<file path="config.mk">
export PLATFORM = sky130hd
export DESIGN_NAME = run_control
export DESIGN_NICKNAME = d
export VERILOG_FILES = /design/src/rtl/run_control.sv
export SDC_FILE = /design/constraint.sdc
export NUM_CORES = 1
export LEC_CHECK = 0
export CELL_PAD_IN_SITES_DETAIL_PLACEMENT = 0
export CELL_PAD_IN_SITES_GLOBAL_PLACEMENT = 2
export CORE_MARGIN = 5
export CORE_UTILIZATION = 32
export CTS_CLUSTER_SIZE = 20
export DETAILED_ROUTE_END_ITERATION = 10
export GPL_TIMING_DRIVEN = 0
export HOLD_SLACK_MARGIN = 0.1
export PLACE_DENSITY_LB_ADDON = 0.15
export SLEW_MARGIN = 20
export SYNTH_ARGS = -nofsm -noshare
export SYNTH_HDL_FRONTEND = slang
export SYNTH_SLANG_ARGS = --single-unit
</file>
<file path="constraint.sdc">
create_clock -name clk_i -period 8 [get_ports clk_i]
set_clock_uncertainty 0.05 [all_clocks]
set_input_delay 1.6 -clock clk_i [delete_from_list [all_inputs] [get_ports clk_i]]
set_output_delay 1.6 -clock clk_i [all_outputs]
set_load 0.05 [all_outputs]
</file>
<file path="src/rtl/run_control.sv">
// Run/termination controller: watches per-core done lines, counts cycles, ends the run by done+drain or by budget expiry.
// Latency: status outputs decode the registered state; done_mask/first_id/cycle_count update on the sampling edge.
// Backpressure: none; inputs are levels sampled every edge, outputs are levels held until reset.
//
// Optional feature macro: RUN_CONTROL_STAMP_EN (adds stamp_sel_i / stamp_o per-channel completion stamps).
//
// Ports:
//   clk_i          system clock
//   reset_ni       asynchronous active-low reset (0 = in reset)
//   done_i         per-core done levels
//   en_mask_i      channel enables; disabled channels are ignored
//   all_mode_i     1 = wait for all enabled channels, 0 = any enabled channel
//   max_count_i    cycle budget, 0 disables timeout
//   finish_o       run ended (sticky)
//   pass_o         ended by the done condition
//   timeout_o      ended by budget expiry
//   cycle_count_o  cycles elapsed since RUN entry (saturating)
//   done_mask_o    sticky per-channel completion
//   first_id_o     lowest channel completing on the earliest completing edge
//   busy_o         state is RUN or DRAIN
//   stamp_sel_i    (optional) channel select for stamp_o
//   stamp_o        (optional) cycle stamp of the selected channel's completion
module run_control #(
    parameter int NCH          = 4,
    parameter int CW           = 32,
    parameter int DRAIN_CYCLES = 8,
    parameter int IW           = 2
) (
    input  logic           clk_i,
    input  logic           reset_ni,
    input  logic [NCH-1:0] done_i,
    input  logic [NCH-1:0] en_mask_i,
    input  logic           all_mode_i,
    input  logic [CW-1:0]  max_count_i,
`ifdef RUN_CONTROL_STAMP_EN
    input  logic [IW-1:0]  stamp_sel_i,
    output logic [CW-1:0]  stamp_o,
`endif
    output logic           finish_o,
    output logic           pass_o,
    output logic           timeout_o,
    output logic [CW-1:0]  cycle_count_o,
    output logic [NCH-1:0] done_mask_o,
    output logic [IW-1:0]  first_id_o,
    output logic           busy_o
);

    // Drain counter only needs to reach DRAIN_CYCLES-1; keep at least one bit.
    localparam int DW    = (DRAIN_CYCLES > 1) ? $clog2(DRAIN_CYCLES) : 1;
    localparam int DLAST = (DRAIN_CYCLES > 0) ? DRAIN_CYCLES - 1 : 0;

    typedef enum logic [2:0] {
        S_IDLE  = 3'd0,
        S_RUN   = 3'd1,
        S_DRAIN = 3'd2,
        S_DONE  = 3'd3,
        S_TOUT  = 3'd4
    } state_e;

    state_e         state_q, state_d;
    logic [CW-1:0]  cycle_count_q, cycle_count_d;
    logic [DW-1:0]  drain_q, drain_d;
    logic [NCH-1:0] done_mask_q, done_mask_d;
    logic [IW-1:0]  first_id_q, first_id_d;

    logic [NCH-1:0] hit;
    logic [NCH-1:0] nxt;
    logic           cond;
    logic [CW-1:0]  cnt_inc;
    logic [IW-1:0]  low_id;
    logic           active;

    assign hit     = done_i & en_mask_i;
    assign nxt     = done_mask_q | hit;
    assign active  = (state_q == S_RUN) || (state_q == S_DRAIN);
    assign cnt_inc = (&cycle_count_q) ? cycle_count_q : cycle_count_q + CW'(1);

    // An all-zero enable mask can never complete in either mode.
    always_comb begin
        cond = 1'b0;
        if (all_mode_i) begin
            cond = (en_mask_i != '0) && (&(nxt | ~en_mask_i));
        end else begin
            cond = |(nxt & en_mask_i);
        end
    end

    // Priority pick: scan from the top so the lowest set index wins.
    always_comb begin
        low_id = '0;
        for (int i = NCH - 1; i >= 0; i--) begin
            if (hit[i]) begin
                low_id = IW'(i);
            end
        end
    end

    always_comb begin
        state_d       = state_q;
        cycle_count_d = cycle_count_q;
        drain_d       = drain_q;
        done_mask_d   = done_mask_q;
        first_id_d    = first_id_q;
        case (state_q)
            S_IDLE: begin
                state_d = S_RUN;
            end
            S_RUN: begin
                cycle_count_d = cnt_inc;
                done_mask_d   = nxt;
                if ((done_mask_q == '0) && (hit != '0)) begin
                    first_id_d = low_id;
                end
                // Completion takes priority over a budget expiring on the same edge.
                if (cond) begin
                    drain_d = '0;
                    state_d = (DRAIN_CYCLES == 0) ? S_DONE : S_DRAIN;
                end else if ((max_count_i != '0) && (cnt_inc == max_count_i)) begin
                    state_d = S_TOUT;
                end
            end
            S_DRAIN: begin
                cycle_count_d = cnt_inc;
                done_mask_d   = nxt;
                if (drain_q == DW'(DLAST)) begin
                    state_d = S_DONE;
                end else begin
                    drain_d = drain_q + DW'(1);
                end
            end
            default: begin
                // DONE and TOUT are terminal until reset.
            end
        endcase
    end

    always_ff @(posedge clk_i or negedge reset_ni) begin
        if (!reset_ni) begin
            state_q       <= S_IDLE;
            cycle_count_q <= '0;
            drain_q       <= '0;
            done_mask_q   <= '0;
            first_id_q    <= '0;
        end else begin
            state_q       <= state_d;
            cycle_count_q <= cycle_count_d;
            drain_q       <= drain_d;
            done_mask_q   <= done_mask_d;
            first_id_q    <= first_id_d;
        end
    end

    assign finish_o      = (state_q == S_DONE) || (state_q == S_TOUT);
    assign pass_o        = (state_q == S_DONE);
    assign timeout_o     = (state_q == S_TOUT);
    assign busy_o        = active;
    assign cycle_count_o = cycle_count_q;
    assign done_mask_o   = done_mask_q;
    assign first_id_o    = first_id_q;

`ifdef RUN_CONTROL_STAMP_EN
    // Each stamp records the cycle_count value that the setting edge produces.
    logic [CW-1:0] stamp_q [NCH];

    always_ff @(posedge clk_i or negedge reset_ni) begin
        if (!reset_ni) begin
            for (int i = 0; i < NCH; i++) begin
                stamp_q[i] <= '0;
            end
        end else begin
            for (int i = 0; i < NCH; i++) begin
                if (active && hit[i] && !done_mask_q[i]) begin
                    stamp_q[i] <= cnt_inc;
                end
            end
        end
    end

    always_comb begin
        stamp_o = '0;
        if (int'(stamp_sel_i) < NCH) begin
            stamp_o = stamp_q[stamp_sel_i];
        end
    end
`endif

endmodule

</file>
==> results of run 1 <==
[logic make-up (layout without fill, tap and decap cells)]
logic type | after synthesis | count (layout)
mux | 7 | 7
simple gates | 196 | 196
compound gates | 78 | 78
xor+xnor | 67 | 67
buf+inv | 27 | 120
fa+ha+maj | 3 | 3
flops | 44 | 44
[layout make-up]
| type | instances | area (sq um) | area share, % |
|---|---|---|---|
| clock inverter | 2 | 35.0 | 0.751 |
| inverter | 9 | 33.8 | 0.725 |
| clock buffer | 6 | 72.6 | 1.56 |
| sequential | 44 | 1100 | 23.6 |
| tap | 140 | 175 | 3.76 |
| timing repair buffer | 85 | 856 | 18.4 |
| multi-input combinational | 351 | 2310 | 49.5 |
| buffer | 18 | 82.6 | 1.77 |
[state kept, by name, summed over array words and instances (netlist names)]
name and cells:
state_q 3, done_mask_o 4, drain_q 3, cycle_count_o 32, first_id_o 2
[metal layers]
metal / share of wire [%] / vias up / global-route usage (%)
met5: 0 / - / 0
met4: 0.93 / 0 / 3.60
met3: 3.2 / 8 / 2.32
met2: 46 / 63 / 29.6
met1: 50 / 1713 / 27.5
li1: - / 1719 / -
[worst max-delay path: cells and delay by family (launching register included)]
family	cells	cell delay [ns]
buf+inv	3	1.35
compound gates	1	0.25
flops	1	0.40
simple gates	1	0.16
[worst max-delay path by stage]
stage                                from    endpoint  slack (ns)  depth (start not counted)
after floorplan                state_q[2]    finish_o        4.13                          3
after global placement    max_count_i[18]  state_q[1]        3.69                          8
after detailed placement  max_count_i[18]  state_q[0]        3.71                          8
after CTS                      state_q[1]      busy_o        3.89                          5
after global routing           state_q[1]      busy_o        3.75                          5
final                          state_q[1]      busy_o        3.89                          5
[stage by stage]
step	setup slack (ns)	util (%)
2_1_floorplan	4.13	-
3_3_place_gp	3.69	42.1
3_5_place_dp	3.71	42.2
4_1_cts	3.89	43.2
5_1_grt	3.75	43.2
6_report	3.89	43.2
[cells in the final DEF (no fill, tap or decap), drive strengths merged, types with 12 or more instances in the layout]
cell type and n:
nor4 21, nand2 43, xnor2 33, clkbuf 12, clkdlybuf4s50 83, dfrtp 44
xor2 34, nand3 26, o21ai 17, a21oi 14, nor2 40, nor3 18
nand4 14, buf 14
[power by group]
part           internal [uW]  leakage [uW]  switching [uW]  total (uW)
combinational           33.6       0.00116            34.2        67.7
sequential               223      0.000600            1.31         225
clock                   92.9     0.0000552            80.6         173
==> results.json, run 1 <==
{
  "worst_pin_slew_ns": 0.909,
  "clock_sinks": 44,
  "syn_area_sq_mm": 0.00352,
  "syn_nets": 468,
  "synth-edff-count": 0,
  "finalNonFillerCells": 655,
  "total_power_uw": 466,
  "cts_tree": "done",
  "dr.pass1.iters": 4,
  "worstPathMaxFanout": 10,
  "track_usage_pct": 18.7,
  "nets": 560,
  "critPathKind": "flip-flop to primary output",
  "fillers": 1096,
  "drive_gt1_share_pct": 7.38,
  "synth_seq_cells": 44,
  "cts_max_level": 2,
  "hold-path-endpoint": "drain_q[2]",
  "required_ns": 6.35,
  "max_slew_margin_pct": 38.9,
  "avgSynthCellArea_sq_um": 8.35,
  "cpMaxStageDelayCell": "clkdlybuf4s50_1",
  "grt_setup_unrepaired": "false",
  "whs_ns": 0.461,
  "min-delay-start": "drain_q[2]",
  "antenna_left": 0,
  "max_stage_delay_ns": 0.84,
  "core_area_sq_mm": 0.0108,
  "holdBufCountCts": 0,
  "vias": 3503,
  "finalHoldViolCount": 0,
  "reg2regPathDepth": 10,
  "initial_utilization_pct": 32.6,
  "grt_max_degree": 24,
  "die_area_sq_mm": 0.0132,
  "syn_to_final_growth_pct": 32.3,
  "synth-xor-area-share_pct": 16.7,
  "dpl.hpwl_microns": 9610,
  "drc": 0,
  "seq_area_frac_synth_pct": 31.3,
  "ys.warnings.count": 0,
  "status": "complete, no violations",
  "regToRegSetupSlack_ns": 4.39,
  "wirelength_microns": 12000,
  "wire_per_inst_microns": 18.4,
  "synthAdderAreaFrac_pct": 1.07,
  "path_clk_slew_ns": 0.09,
  "max_freq_mhz": 243,
  "r2r_end": "state_q[1]",
  "synth_top_family_by_area": "simple AND/OR/NAND/NOR gates",
  "clk_latency_ns": 0.31,
  "reg2reg_from": "cycle_count_o[0]",
  "globalRouteOverflowTotal": 0,
  "muxShareOfSynthArea_pct": 2.06,
  "min_period_ns": 4.11,
  "ir_drop_mv": 0.0631,
  "grt_pass1_wl_microns": 19700,
  "power_density_mw_per_mm2": 99.9,
  "antenna_found_initial": 0,
  "final_area_sq_mm": 0.00466,
  "synth.distinct_cells": 60,
  "diodes": 0,
  "hold_depth": 1,
  "setup_viol": 0,
  "end_kind": "primary output",
  "tns_ns": 0,
  "finalMaxSlewViolations": 0,
  "synth_compound_area_share_pct": 16.0,
  "portBuffers": 84,
  "period_share_pct": 51.3,
  "synthCells": 422,
  "ys_async_sr_fraction_pct": 100,
  "synth_top_area_share_pct": 31.3,
  "vias_per_cell": 5.35,
  "ys_top_cells_by_count": "44 x dfrtp_1, 42 x nand2_1, 40 x nor2_1, 34 x xor2_1, 33 x xnor2_1",
  "postCtsSetupRepairBufs": 0,
  "path_cells": "inv_1 -> nand2_1 -> a21o_1 -> clkinv_1 -> clkdlybuf4s50_1",
  "cp.arrival_ns": 2.46,
  "gp_congestion": 0.878,
  "place_inst": 647,
  "cts_buffer_depth": 2,
  "grt_pass1_vias": 3641,
  "cts_resized": 0,
  "synthMostInstantiatedCell": "dfrtp_1",
  "hold_class": "flip-flop to flip-flop",
  "die_w_microns": 115,
  "yosysTopAreaCell": "dfrtp_1",
  "synthSimpleGateAreaFrac_pct": 29.7,
  "io_pins": 85,
  "die_h_microns": 115,
  "drt-initial-drc-count": 199,
  "ys.flop_type": "dfrtp_1",
  "synthTopCellsByArea": "dfrtp_1 31%, xor2_1 8.5%, xnor2_1 8.2%, nand2_1 4.5%, nor2_1 4.3%",
  "cts_root_buf": "clkbuf_8",
  "static-leakage-power_uw": 0.00182,
  "max-cap-violations": 0,
  "rows": 38,
  "numCtsBuffers": 5,
  "place_area_sq_mm": 0.00455,
  "cp-start-kind": "flip-flop"
}
Power figures use the tool's default switching activity.
==> inputs of run 2 (changes only) <==
--- a/config.mk
+++ b/config.mk
@@ -8,7 +8,7 @@
 export CELL_PAD_IN_SITES_DETAIL_PLACEMENT = 0
 export CELL_PAD_IN_SITES_GLOBAL_PLACEMENT = 2
 export CORE_MARGIN = 5
-export CORE_UTILIZATION = 32
+export CORE_UTILIZATION = 29
 export CTS_CLUSTER_SIZE = 20
 export DETAILED_ROUTE_END_ITERATION = 10
 export GPL_TIMING_DRIVEN = 0
==> constraint.sdc (replaced) <==
create_clock -name clk_i -period 4 [get_ports clk_i]
set_clock_uncertainty 0.05 [all_clocks]
set_input_delay 0.8 -clock clk_i [delete_from_list [all_inputs] [get_ports clk_i]]
set_output_delay 0.8 -clock clk_i [all_outputs]
set_load 0.05 [all_outputs]
==> run 2 against run 1 <==
Cell count rose by 1.1%. Via count down 1.4%. Global-route usage decreased by 1.7 points. Design area is 1.2% higher. Power increased by 120%. Die area up 9.4%. Largest power group unchanged.
==> results.json, run 2 (synthesized netlist as in run 1, its figures left out) <==
{
  "wire_per_inst_microns": 18.1,
  "grt_max_degree": 28,
  "core_area_sq_mm": 0.0120,
  "cpMaxStageDelayCell": "or4b_1",
  "period_share_pct": 89.1,
  "nets": 560,
  "layout_setup_ws_ns": 0.436,
  "largest_register_ffs": 32,
  "worstPathMaxFanout": 10,
  "cts_resized": 0,
  "min_period_ns": 3.56,
  "grt_pass1_vias": 3522,
  "cts_root_buf": "clkbuf_16",
  "vias_per_cell": 5.22,
  "worst_pin_slew_ns": 0.923,
  "place_inst": 654,
  "die_h_microns": 120,
  "clk_latency_ns": 0.30,
  "drc": 0,
  "cts_tree": "done",
  "io_pins": 85,
  "critPathKind": "flip-flop to flip-flop",
  "power_density_mw_per_mm2": 216,
  "vias": 3454,
  "most-common-layout-cells": "83 x clkdlybuf4s50_1, 44 x dfrtp_1, 42 x nand2_1",
  "dr.pass1.iters": 4,
  "finalNonFillerCells": 662,
  "rows": 40,
  "required_ns": 4.12,
  "status": "complete, no violations",
  "wirelength_microns": 12000,
  "setup_viol": 0,
  "max-cap-violations": 0,
  "cts_buffer_depth": 2,
  "dpl.hpwl_microns": 9670,
  "cp.arrival_ns": 3.68,
  "cp-start-kind": "flip-flop",
  "path_cells": "ha_1 -> nand3_1 -> buf_2 -> nor3_2 -> o21ai_0 -> or4b_1 -> a2111oi_2 -> nand4_1 -> nor4_2 -> o22ai_1",
  "die_w_microns": 120,
  "grt_pass1_wl_microns": 19500,
  "postCtsSetupRepairBufs": 0,
  "regToRegSetupSlack_ns": 0.44,
  "diodes": 0,
  "finalMaxSlewViolations": 0,
  "holdBufCountCts": 0,
  "initial_utilization_pct": 29.5,
  "finalHoldViolCount": 0,
  "globalRouteOverflowTotal": 0,
  "portBuffers": 84,
  "antenna_left": 0,
  "antenna_found_initial": 0,
  "syn_to_final_growth_pct": 33.9,
  "layout_commonest_cell": "clkdlybuf4s50_1",
  "clock_sinks": 44,
  "cts_max_level": 2,
  "path_clk_slew_ns": 0.06,
  "drive_gt1_share_pct": 7.57,
  "static-leakage-power_uw": 0.00183,
  "dpl_worst_slack_ns": 0.403,
  "max_slew_margin_pct": 38.0,
  "tns_ns": 0,
  "hold_class": "input port to async pin",
  "max_stage_delay_ns": 0.52,
  "numCtsBuffers": 5,
  "gp_congestion": 0.910,
  "end_kind": "flip-flop",
  "track_usage_pct": 17.0,
  "max_freq_mhz": 281,
  "drt-initial-drc-count": 251,
  "ir_drop_mv": 0.219,
  "die_area_sq_mm": 0.0145,
  "grt_setup_unrepaired": "false"
}
[run 2: changes by cell type in the layout (fill, tap and decap cells not counted), sizes merged]
cell | before | now
clkinvlp | 0 | 2
bufinv | 1 | 0
clkinv | 2 | 1
[run 2: worst max-delay path: cells and delay by family, from the launching register on]
family / cells / cell delay (ns)
simple gates: 5 / 1.67
compound gates: 3 / 0.72
flops: 1 / 0.50
fa+ha+maj: 1 / 0.28
buf+inv: 1 / 0.22
[run 2: report_power, final]
group          internal [uW]  switching (uW)
clock                    249             187
sequential               447            2.54
combinational           67.1            67.9
[run 2: final timing paths]
check                                          to  cells past startpoint              from
worst max-delay path                   state_q[1]                     10  cycle_count_o[0]
worst min-delay path            cycle_count_o[27]                      1          reset_ni
worst max register to register         state_q[1]                     10  cycle_count_o[0]
worst min register to register         drain_q[2]                      1        drain_q[2]
max in group asynchronous       cycle_count_o[10]                      2          reset_ni
min in group clk_i                     drain_q[2]                      1        drain_q[2]
[run 2: area by class of cell]
| class | count | area, sq um |
|---|---|---|
| timing repair buffer | 85 | 856 |
| tap | 147 | 184 |
| clock inverter | 2 | 15.0 |
| inverter | 9 | 33.8 |
| multi-input combinational | 351 | 2310 |
| sequential | 44 | 1100 |
| fill | 1243 | 7240 |
| buffer | 18 | 82.6 |
| clock buffer | 6 | 139 |
[run 2: routing by layer]
layer / track usage [%] / wire [microns]
met1: 24.4 / 5840
met2: 26.7 / 5470
met4: 3.97 / 137
met5: 0 / 0
met3: 3.13 / 528
[run 2: metrics by stage]
step,utilization [%],hold slack (ns),instance area [sq um],total power (uW)
floorplan,-,0.420,3520,510
global placement,38.0,0.439,4550,593
detailed placement,38.1,0.446,4560,594
CTS,39.4,0.400,4720,1040
global route,39.4,0.434,4720,1070
finish,39.4,0.384,4720,1020
